$ cat src/rtl/hazard_ctrl_if.sv
// Hazard controller bundle: ID/EX/DM hazard inputs plus stall/flush enables
// and performance-counter outputs. master = pipeline side, slave = controller.
interface hazard_ctrl_if #(
  parameter int AW    = 5,
  parameter int CNT_W = 32
);
  logic [AW-1:0]    rs1_addr_id;
  logic [AW-1:0]    rs2_addr_id;
  logic             rs1_used_id;
  logic             rs2_used_id;
  logic             dmem_wr_id;
  logic             dmem_rd_ex;
  logic             regfile_wen_ex;
  logic [AW-1:0]    rd_addr_ex;
  logic             branch_taken_ex;
  logic             md_start_ex;
  logic             md_done;
  logic             dmem_req_dm;
  logic             dmem_ready;
  logic             pc_stall;
  logic             ifid_stall;
  logic             ifid_flush;
  logic             idex_stall;
  logic             idex_flush;
  logic             exdm_stall;
  logic             exdm_flush;
  logic             dmwb_flush;
  logic             md_timeout;
  logic [CNT_W-1:0] lu_stall_cnt;
  logic [CNT_W-1:0] md_stall_cnt;
  logic [CNT_W-1:0] mem_stall_cnt;

  modport master (
    output rs1_addr_id, rs2_addr_id, rs1_used_id, rs2_used_id, dmem_wr_id,
           dmem_rd_ex, regfile_wen_ex, rd_addr_ex, branch_taken_ex,
           md_start_ex, md_done, dmem_req_dm, dmem_ready,
    input  pc_stall, ifid_stall, ifid_flush, idex_stall, idex_flush,
           exdm_stall, exdm_flush, dmwb_flush, md_timeout,
           lu_stall_cnt, md_stall_cnt, mem_stall_cnt
  );

  modport slave (
    input  rs1_addr_id, rs2_addr_id, rs1_used_id, rs2_used_id, dmem_wr_id,
           dmem_rd_ex, regfile_wen_ex, rd_addr_ex, branch_taken_ex,
           md_start_ex, md_done, dmem_req_dm, dmem_ready,
    output pc_stall, ifid_stall, ifid_flush, idex_stall, idex_flush,
           exdm_stall, exdm_flush, dmwb_flush, md_timeout,
           lu_stall_cnt, md_stall_cnt, mem_stall_cnt
  );
endinterface

$ cat src/rtl/hazard_ctrl.sv
// hazard_ctrl: stall/flush controller for the 5-stage core.
// Covers load-use bubbles, taken-branch redirect, mul/div freeze and DMEM wait.
// Optional macro HAZARD_PERF_CNT_EN builds saturating stall-cycle counters;
// without it the counter outputs are tied to zero.
module hazard_ctrl #(
  parameter int AW            = 5,
  parameter int MD_MAX_CYCLES = 64,
  parameter int CNT_W         = 32
) (
  input logic         clk,
  input logic         rst,
  hazard_ctrl_if.slave hz
);
  typedef enum logic [1:0] {RUN, MD_BUSY, MEM_WAIT} state_t;

  localparam int           BW    = $clog2(MD_MAX_CYCLES + 1);
  localparam logic [BW-1:0] BMAX  = BW'(MD_MAX_CYCLES);
  localparam logic [BW-1:0] BLAST = BW'(MD_MAX_CYCLES - 1);

  state_t        state, state_nxt;
  logic          md_pend, md_pend_nxt;  // mul/div still outstanding across a DMEM wait
  logic [BW-1:0] busy_cnt;
  logic          md_timeout;

  logic lu, mem_hold;
  logic lu_cyc, md_cyc, mem_cyc;        // which condition owns pc_stall this cycle
  logic pc_stall, ifid_stall, ifid_flush, idex_stall, idex_flush;
  logic exdm_stall, exdm_flush, dmwb_flush;

  // Load-use: EX load targets a register ID reads. Store data (rs2 of a store)
  // is forwarded into DMEM din, so it never needs a bubble.
  assign lu = hz.dmem_rd_ex & hz.regfile_wen_ex & (hz.rd_addr_ex != '0) &
              ((hz.rs1_used_id & (hz.rs1_addr_id == hz.rd_addr_ex)) |
               (hz.rs2_used_id & ~hz.dmem_wr_id & (hz.rs2_addr_id == hz.rd_addr_ex)));

  assign mem_hold = hz.dmem_req_dm & ~hz.dmem_ready;

  // Next state and stall/flush decode; priority MEM > MD > branch > load-use
  always_comb begin
    state_nxt   = state;
    md_pend_nxt = md_pend;
    lu_cyc      = 1'b0;
    md_cyc      = 1'b0;
    mem_cyc     = 1'b0;
    ifid_flush  = 1'b0;
    idex_flush  = 1'b0;
    if (!rst) begin
      case (state)
        RUN: begin
          if (mem_hold) begin
            mem_cyc     = 1'b1;
            md_pend_nxt = 1'b0;
            state_nxt   = MEM_WAIT;
          end else if (hz.md_start_ex && !hz.md_done) begin
            md_cyc    = 1'b1;
            state_nxt = MD_BUSY;
          end else if (hz.branch_taken_ex) begin
            // wrong-path ID instruction is squashed, so any load-use is moot
            ifid_flush = 1'b1;
            idex_flush = 1'b1;
          end else if (lu) begin
            lu_cyc     = 1'b1;
            idex_flush = 1'b1;
          end
        end
        MD_BUSY: begin
          if (mem_hold) begin
            mem_cyc     = 1'b1;
            md_pend_nxt = ~hz.md_done;
            state_nxt   = MEM_WAIT;
          end else if (hz.md_done) begin
            state_nxt = RUN;
          end else begin
            md_cyc = 1'b1;
          end
        end
        MEM_WAIT: begin
          if (hz.md_done) md_pend_nxt = 1'b0;
          if (!hz.dmem_ready) begin
            mem_cyc = 1'b1;
          end else begin
            state_nxt = (md_pend && !hz.md_done) ? MD_BUSY : RUN;
          end
        end
        default: state_nxt = RUN;
      endcase
    end
    pc_stall   = lu_cyc | md_cyc | mem_cyc;
    ifid_stall = lu_cyc | md_cyc | mem_cyc;
    idex_stall = md_cyc | mem_cyc;
    idex_flush = idex_flush | lu_cyc;
    exdm_stall = mem_cyc;
    exdm_flush = md_cyc;
    dmwb_flush = mem_cyc;
  end

  // FSM state and pending mul/div flag
  always_ff @(posedge clk) begin
    if (rst) begin
      state   <= RUN;
      md_pend <= 1'b0;
    end else begin
      state   <= state_nxt;
      md_pend <= md_pend_nxt;
    end
  end

  // Mul/div busy watchdog: counts MD_BUSY cycles, clears in RUN, holds in MEM_WAIT
  always_ff @(posedge clk) begin
    if (rst) begin
      busy_cnt   <= '0;
      md_timeout <= 1'b0;
    end else if (state == RUN) begin
      busy_cnt <= '0;
    end else if (state == MD_BUSY) begin
      if (busy_cnt != BMAX) busy_cnt <= busy_cnt + 1'b1;
      if (busy_cnt >= BLAST) md_timeout <= 1'b1;
    end
  end

  assign hz.pc_stall   = pc_stall;
  assign hz.ifid_stall = ifid_stall;
  assign hz.ifid_flush = ifid_flush;
  assign hz.idex_stall = idex_stall;
  assign hz.idex_flush = idex_flush;
  assign hz.exdm_stall = exdm_stall;
  assign hz.exdm_flush = exdm_flush;
  assign hz.dmwb_flush = dmwb_flush;
  assign hz.md_timeout = md_timeout;

`ifdef HAZARD_PERF_CNT_EN
  logic [CNT_W-1:0] lu_cnt, md_cnt, mem_cnt;

  // Saturating stall-cycle counters, one owner per stalled cycle
  always_ff @(posedge clk) begin
    if (rst) begin
      lu_cnt  <= '0;
      md_cnt  <= '0;
      mem_cnt <= '0;
    end else begin
      if (lu_cyc  && lu_cnt  != '1) lu_cnt  <= lu_cnt  + 1'b1;
      if (md_cyc  && md_cnt  != '1) md_cnt  <= md_cnt  + 1'b1;
      if (mem_cyc && mem_cnt != '1) mem_cnt <= mem_cnt + 1'b1;
    end
  end

  assign hz.lu_stall_cnt  = lu_cnt;
  assign hz.md_stall_cnt  = md_cnt;
  assign hz.mem_stall_cnt = mem_cnt;
`else
  logic unused_cnt_src;
  assign unused_cnt_src   = ^{lu_cyc, md_cyc, mem_cyc};
  assign hz.lu_stall_cnt  = '0;
  assign hz.md_stall_cnt  = '0;
  assign hz.mem_stall_cnt = '0;
`endif
endmodule

$ cat src/flat_wrapper.sv
// flat-port wrapper written by rule: the top's interface ports become plain ports
module hazard_ctrl_flat 
#(
  parameter int AW            = 5,
  parameter int MD_MAX_CYCLES = 64,
  parameter int CNT_W         = 32
)
  (clk, rst, hz_rs1_addr_id, hz_rs2_addr_id, hz_rs1_used_id, hz_rs2_used_id, hz_dmem_wr_id, hz_dmem_rd_ex, hz_regfile_wen_ex, hz_rd_addr_ex, hz_branch_taken_ex, hz_md_start_ex, hz_md_done, hz_dmem_req_dm, hz_dmem_ready, hz_pc_stall, hz_ifid_stall, hz_ifid_flush, hz_idex_stall, hz_idex_flush, hz_exdm_stall, hz_exdm_flush, hz_dmwb_flush, hz_md_timeout, hz_lu_stall_cnt, hz_md_stall_cnt, hz_mem_stall_cnt);
  hazard_ctrl_if #(.AW(AW), .CNT_W(CNT_W)) hz_i ();
  input logic clk;
  input logic rst;
  input wire logic [$bits(hz_i.rs1_addr_id)-1:0] hz_rs1_addr_id;
  input wire logic [$bits(hz_i.rs2_addr_id)-1:0] hz_rs2_addr_id;
  input wire logic [$bits(hz_i.rs1_used_id)-1:0] hz_rs1_used_id;
  input wire logic [$bits(hz_i.rs2_used_id)-1:0] hz_rs2_used_id;
  input wire logic [$bits(hz_i.dmem_wr_id)-1:0] hz_dmem_wr_id;
  input wire logic [$bits(hz_i.dmem_rd_ex)-1:0] hz_dmem_rd_ex;
  input wire logic [$bits(hz_i.regfile_wen_ex)-1:0] hz_regfile_wen_ex;
  input wire logic [$bits(hz_i.rd_addr_ex)-1:0] hz_rd_addr_ex;
  input wire logic [$bits(hz_i.branch_taken_ex)-1:0] hz_branch_taken_ex;
  input wire logic [$bits(hz_i.md_start_ex)-1:0] hz_md_start_ex;
  input wire logic [$bits(hz_i.md_done)-1:0] hz_md_done;
  input wire logic [$bits(hz_i.dmem_req_dm)-1:0] hz_dmem_req_dm;
  input wire logic [$bits(hz_i.dmem_ready)-1:0] hz_dmem_ready;
  output wire logic [$bits(hz_i.pc_stall)-1:0] hz_pc_stall;
  output wire logic [$bits(hz_i.ifid_stall)-1:0] hz_ifid_stall;
  output wire logic [$bits(hz_i.ifid_flush)-1:0] hz_ifid_flush;
  output wire logic [$bits(hz_i.idex_stall)-1:0] hz_idex_stall;
  output wire logic [$bits(hz_i.idex_flush)-1:0] hz_idex_flush;
  output wire logic [$bits(hz_i.exdm_stall)-1:0] hz_exdm_stall;
  output wire logic [$bits(hz_i.exdm_flush)-1:0] hz_exdm_flush;
  output wire logic [$bits(hz_i.dmwb_flush)-1:0] hz_dmwb_flush;
  output wire logic [$bits(hz_i.md_timeout)-1:0] hz_md_timeout;
  output wire logic [$bits(hz_i.lu_stall_cnt)-1:0] hz_lu_stall_cnt;
  output wire logic [$bits(hz_i.md_stall_cnt)-1:0] hz_md_stall_cnt;
  output wire logic [$bits(hz_i.mem_stall_cnt)-1:0] hz_mem_stall_cnt;
  assign hz_i.rs1_addr_id = hz_rs1_addr_id;
  assign hz_i.rs2_addr_id = hz_rs2_addr_id;
  assign hz_i.rs1_used_id = hz_rs1_used_id;
  assign hz_i.rs2_used_id = hz_rs2_used_id;
  assign hz_i.dmem_wr_id = hz_dmem_wr_id;
  assign hz_i.dmem_rd_ex = hz_dmem_rd_ex;
  assign hz_i.regfile_wen_ex = hz_regfile_wen_ex;
  assign hz_i.rd_addr_ex = hz_rd_addr_ex;
  assign hz_i.branch_taken_ex = hz_branch_taken_ex;
  assign hz_i.md_start_ex = hz_md_start_ex;
  assign hz_i.md_done = hz_md_done;
  assign hz_i.dmem_req_dm = hz_dmem_req_dm;
  assign hz_i.dmem_ready = hz_dmem_ready;
  assign hz_pc_stall = hz_i.pc_stall;
  assign hz_ifid_stall = hz_i.ifid_stall;
  assign hz_ifid_flush = hz_i.ifid_flush;
  assign hz_idex_stall = hz_i.idex_stall;
  assign hz_idex_flush = hz_i.idex_flush;
  assign hz_exdm_stall = hz_i.exdm_stall;
  assign hz_exdm_flush = hz_i.exdm_flush;
  assign hz_dmwb_flush = hz_i.dmwb_flush;
  assign hz_md_timeout = hz_i.md_timeout;
  assign hz_lu_stall_cnt = hz_i.lu_stall_cnt;
  assign hz_md_stall_cnt = hz_i.md_stall_cnt;
  assign hz_mem_stall_cnt = hz_i.mem_stall_cnt;
  hazard_ctrl #(.AW(AW), .MD_MAX_CYCLES(MD_MAX_CYCLES), .CNT_W(CNT_W)) u_core (.clk(clk), .rst(rst), .hz(hz_i));
endmodule
$ cat config.mk
export PLATFORM = sky130hd
export DESIGN_NAME = hazard_ctrl_flat
export DESIGN_NICKNAME = d
export VERILOG_FILES = /design/src/rtl/hazard_ctrl_if.sv /design/src/rtl/hazard_ctrl.sv /design/src/flat_wrapper.sv
export SDC_FILE = /design/constraint.sdc
export NUM_CORES = 1
export LEC_CHECK = 0
export BUFFER_PORTS_ARGS = -buffer_cell sky130_fd_sc_hd__buf_2
export CAP_MARGIN = 10
export CORE_MARGIN = 5
export CORE_UTILIZATION = 35
export CTS_BUF_LIST = sky130_fd_sc_hd__clkbuf_8
export CTS_CLUSTER_DIAMETER = 100
export CTS_CLUSTER_SIZE = 30
export DETAILED_ROUTE_END_ITERATION = 10
export PLACE_DENSITY = 0.75
export SLEW_MARGIN = 20
export SYNTH_ARGS = -nofsm -noshare
export SYNTH_HDL_FRONTEND = slang
export SYNTH_SLANG_ARGS = --single-unit
$ cat constraint.sdc
create_clock -name clk -period 2.05 [get_ports clk]
set_clock_uncertainty 0.1 [all_clocks]
set_input_delay 0.3075 -clock clk [delete_from_list [all_inputs] [get_ports clk]]
set_output_delay 0.3075 -clock clk [all_outputs]
set_load 0.05 [all_outputs]
==> qor.csv, run 1 <==
metric;value;unit
status;completed;
first_iter_violations;37;
clock_sinks;11;
overflow;0;
maxCapViolations;0;
first_global_vias;867;
rows;23;
final_hold_viol_count;0;
cp-start-kind;input port;
holdWs;0.2429;ns
drv_slew;0;
io_pins;132;
root_buffer;clkbuf_8;
arrival;1.58;ns
place_ws;0.01989;ns
drt-pass1-iter-count;4;
io_buffers;35;
syn_area;1498;um^2
power;0.9704;mW
r2r-end;u_core.busy_cnt[6];
finalCriticalPeriod;1.983;ns
yosys_register_bits;11;
worstPathMaxFanout;3;
syn-instance-count;188;
die_x;75.42;um
r2r_slack;0.48;ns
die_h;75.42;um
crit_buf_inv;2;
critPathCaptureType;output port;
rsz0062_at_grt;false;
slowest_delay;0.30;ns
via_per_inst;3.709;
crit_cells;6;
num_vias;1020;
start_util;0.3665;
setup_ws;0.06731;ns
place_congestion;0.7652;
clk_path_buf_depth;2;
synth_cell_type_count;36;
htreeDepth;1;
cts_made_buffers;3;
tightest_slew;0.5128;ns
path_class;in -> out;
p_leak;0.8119;nW
antenna_left;0;
required;1.64;ns
design.die.area;5687;um^2
max_clock_freq;504.4;MHz
power_density;643.1;nW/um^2
ys.flop_type;dfxtp_1;
clk_pin_slew;0.05;ns
hpwl;2448;um
routedWlPerCell;9.982;um
route.detailed.drc;0;
timing.rr.start;u_core.busy_cnt[2];
synth_top_area_frac;0.5013;
min_path_type;in -> reg;
finalSetupViolations;0;
grt_use_total;0.08403;
clock_latency;0.24;ns
syn_to_final_growth;0.7521;%
seq_area_frac_synth;0.1470;
critPathTopFamily;compound AO/OA/AOI/OAI gates;
cpMaxStageDelayCell;o31ai_4;
cts_tree;yes;
period_share;0.9672;
ir_drop;0.0002123;V
antenna_found_initial;0;
crit_end;hz_pc_stall;
post_dp_cell_area;1431;um^2
yosysWarnings;0;
drive_gt1_frac;0.2489;
startpoint;hz_rd_addr_ex[2];
ys_async_sr_fraction;0;
synth_edf_count;0;
antenna_cells;0;
hp-start;hz_dmem_ready;
ys_top_cells_by_area;buf_4 50%, dfxtp_1 15%, xor2_1 7.6%;
rr_worst_depth;4;
nets;255;
avgSynthCellArea;7.966;um^2
crit_chain;buf_2 > xor2_1 > nor4_1 > a32oi_1 > o31ai_4 > buf_6;
maxSlewHeadroom;0.6575;
synth_largest_area_cell;buf_4;
grt_max_degree;9;
grt_pass1_wl;3808;um
finalSetupTns;0;ns
drt_wl_total;2745;um
final_area;1509;um^2
core;4086;um^2
## placed cells by master, fill, tap and decap left out, types with 4 or more instances in the layout
master   synthesis  routed
nor2_1          12      10
buf_4          100       4
dfxtp_1         11      10
buf_2            0      33
inv_1            4       5
xor2_1          13      13
conb_1           1      96
## through the flow
step                  util  instances
floorplan                -        283
global placement    0.3503        270
detailed placement  0.3503        270
CTS                 0.3625        274
global route        0.3693        275
finish              0.3693        275
## report_power, final
part / internal, mW / switching, mW / total (mW)
logic: 0.0628 / 0.477 / 0.540
registers: 0.216 / 0.00281 / 0.219
clock network: 0.131 / 0.0806 / 0.212
total: 0.410 / 0.560 / 0.970
## repair_timing
item	4_1_cts	5_1_grt
setup endpoints to repair	2	3
gates resized for setup	2	6
gates cloned	0	0
buffers inserted	0	1
hold endpoints to repair	0	0
hold buffers	0	0
pin swaps	0	3
## cell usage after synthesis (2+ instances only)
cell type    n
buf_4      100
xor2_1      13
nor2_1      12
dfxtp_1     11
inv_1        4
a21oi_1      3
nor4_1       3
o21bai_1     3
xnor2_1      3
a211oi_1     2
a21o_1       2
ha_1         2
nand2_1      2
nand2b_1     2
nand4_1      2
nor2b_1      2
nor3b_1      2
o2111ai_1    2
## sequential cells by signal, indices dropped and copies added (netlist names)
name,cells
u_core.hz.md_timeout,1
u_core.busy_cnt,7
u_core.state,2
u_core.md_pend,1
## layer usage
metal / up-vias / global-route usage / share of wire
li1: 491 / - / -
met1: 463 / 0.09486 / 0.32
met2: 64 / 0.1572 / 0.53
met3: 2 / 0.01847 / 0.13
met4: 0 / 0.02330 / 0.0095
met5: - / 0 / 0
## how the worst min path moves through the flow
stage | slack [ns] | to | depth (start not counted)
floorplan | 0.29 | u_core.state[1] | 1
global placement | 0.35 | u_core.hz.md_timeout | 2
detailed placement | 0.36 | u_core.hz.md_timeout | 2
CTS | 0.25 | u_core.state[1] | 2
global route | 0.25 | u_core.state[1] | 2
finish | 0.24 | u_core.state[1] | 2
## logic make-up after synthesis
group,count (synthesis),share of synthesized area
fa+ha+maj,2,0.01671
flops,11,0.1470
simple gates,34,0.1312
mux,1,0.006684
buf+inv,105,0.5146
xor+xnor,16,0.09357
compound gates,18,0.08772
other cells,1,0.002504
## layout make-up
type	count	area, um^2
Clock buffer	3	41.29
Clock inverter	1	3.754
Fill cell	455	2577
Inverter	4	15.01
Multi-Input combinational cell	167	944.7
Sequential cell	11	224.0
Tap cell	50	62.56
Timing Repair Buffer	39	217.7
Note: power is estimated with default switching activity, not from simulation.
==> inputs of run 2 (changes only) <==
- CELL_PAD_IN_SITES_DETAIL_PLACEMENT: unset -> 1
- CELL_PAD_IN_SITES_GLOBAL_PLACEMENT: unset -> 2
- CORE_UTILIZATION: 35 -> 19
- PLACE_DENSITY: 0.75 -> unset
- PLACE_DENSITY_LB_ADDON: unset -> 0.1
==> run 2 against run 1 <==
  * Global-route usage shrank 2.3 points
  * Via count up 0.49%
  * Setup slack got worse by 0.042 ns
  * Flip-flop and latch count did not move
  * Register-to-register slack is essentially flat
  * Non-clock buffer count rose by 5
  * Critical path depth decreased by 2
  * Combinational power grew 2%
  * Cell area rose by 7.0%
  * Clock-buffer cell count stayed put
  * Sequential power hardly changed
  * Maximum frequency is 2.1% lower
  * Critical path type is now reg -> out
==> qor.csv, run 2 (synthesis results as in run 1) <==
metric;value;unit
grt_max_degree;9;
rsz0062_at_grt;true;
met3RoutedLength;359;um
met1_length;1172;um
dr.max_layer_used;met4;
antenna_cells;0;
timing.rr.start;u_core.busy_cnt[2];
final_hold_viol_count;0;
antenna_found_initial;0;
route.detailed.drc;0;
required;1.64;ns
path_class;reg -> out;
slowest_delay;0.36;ns
grt_use_total;0.06144;
p_leak;0.8367;nW
io_buffers;35;
cp-start-kind;flip-flop;
crit_end;hz_ifid_stall;
status;completed;
htreeDepth;1;
crit_cells;4;
finalSetupViolations;0;
hpwl;2966;um
critPathCaptureType;output port;
critPathTopFamily;compound AO/OA/AOI/OAI gates;
via_per_inst;3.087;
place_ws;-0.03680;ns
rr_worst_depth;4;
core;7687;um^2
cts_tree;yes;
drive_gt1_frac;0.2696;
r2r-end;u_core.busy_cnt[6];
power_density;606.4;nW/um^2
maxCapViolations;0;
clock_latency;0.24;ns
top_regs;u_core.busy_cnt (7), u_core.state (2);
cpMaxStageDelayCell;dfxtp_4;
root_buffer;clkbuf_8;
max_clock_freq;493.9;MHz
drt_wl_total;3303;um
setup_ws;0.02526;ns
wl_met2;1744;um
design.die.area;9758;um^2
clk_pin_slew;0.05;ns
drv_slew;0;
postLayoutCoreUtil;0.2101;
arrival;1.62;ns
nets;260;
final_area;1615;um^2
period_share;0.9877;
rows;32;
layout_common_cells;96 x conb_1, 32 x buf_2, 13 x xor2_1;
final_common_cell;conb_1;
num_vias;1025;
holdWs;0.3062;ns
syn_to_final_growth;7.853;%
finalCriticalPeriod;2.025;ns
die_h;98.79;um
top_register;u_core.busy_cnt;
cts_made_buffers;3;
die_x;98.79;um
place_congestion;0.6862;
drt-pass1-iter-count;2;
crit_buf_inv;1;
largest_reg_flops;7;
finalSetupTns;0;ns
first_global_vias;1040;
ir_drop;0.0001578;V
io_pins;132;
min_path_type;in -> reg;
clk_path_buf_depth;2;
grt_pass1_wl;4981;um
worstPathMaxFanout;6;
startpoint;u_core.state[1];
ctsHoldBuffers;0;
routedWlPerCell;9.949;um
r2r_slack;0.48;ns
overflow;0;
antenna_left;0;
first_iter_violations;10;
clock_sinks;11;
crit_chain;nor4b_4 > o2111ai_2 > o31ai_4 > buf_6;
post_dp_cell_area;1526;um^2
start_util;0.1948;
-- run 2: cell types whose count changed in the layout (fill, tap and decap cells not counted) --
cell     before  now
buf_4         4   10
buf_2        33   32
dfxtp_1      10    9
dfxtp_2       0    1
-- run 2: final cells by class --
| cell class | instances | area (um^2) |
|---|---|---|
| Timing Repair Buffer | 44 | 257.7 |
| Multi-Input combinational cell | 167 | 944.7 |
| Tap cell | 102 | 127.6 |
| Clock inverter | 1 | 3.754 |
| Inverter | 4 | 15.01 |
| Clock buffer | 3 | 41.29 |
| Sequential cell | 11 | 225.2 |
| Fill cell | 994 | 6072 |
-- run 2: per-stage QoR --
step	total power [mW]	std cells
after CTS	0.9835	331
after global placement	0.7613	326
after global routing	1.027	332
final	0.9795	332
after floorplan	0.8468	283
after detailed placement	0.7581	326
-- run 2: metal layers --
metal | up-vias | global-route usage
li1 | 501 | -
met1 | 455 | 0.06791
met2 | 67 | 0.1173
met3 | 2 | 0.01557
met4 | 0 | 0.01261
met5 | - | 0
-- run 2: how the worst min path moves through the flow --
stage                    startpoint                   end  slack, ns  cells after the start
6_report              hz_dmem_ready       u_core.state[1]       0.31                      3
5_1_grt               hz_dmem_ready       u_core.state[1]       0.32                      3
4_1_cts               hz_dmem_ready       u_core.state[1]       0.30                      3
3_5_place_dp   u_core.hz.md_timeout  u_core.hz.md_timeout       0.37                      2
3_3_place_gp   u_core.hz.md_timeout  u_core.hz.md_timeout       0.36                      2
2_1_floorplan         hz_dmem_ready       u_core.state[1]       0.29                      1
-- run 2: timing repair --
action                     4_1_cts  5_1_grt
setup endpoints to repair        4        4
resized for setup                6        4
pin swaps                        3        4
setup buffers                    1        1
-- run 2: where the power goes --
group / switching (mW) / leakage, nW / internal (mW)
clock: 0.0792 / 0.0269 / 0.131
sequential: 0.00326 / 0.0900 / 0.216
combinational: 0.480 / 0.720 / 0.0698
-- run 2: tightest hold or removal path: cells and delay by family --
family	cells	cell delay [ns]
compound gates	1	0.05
buf+inv	2	0.24
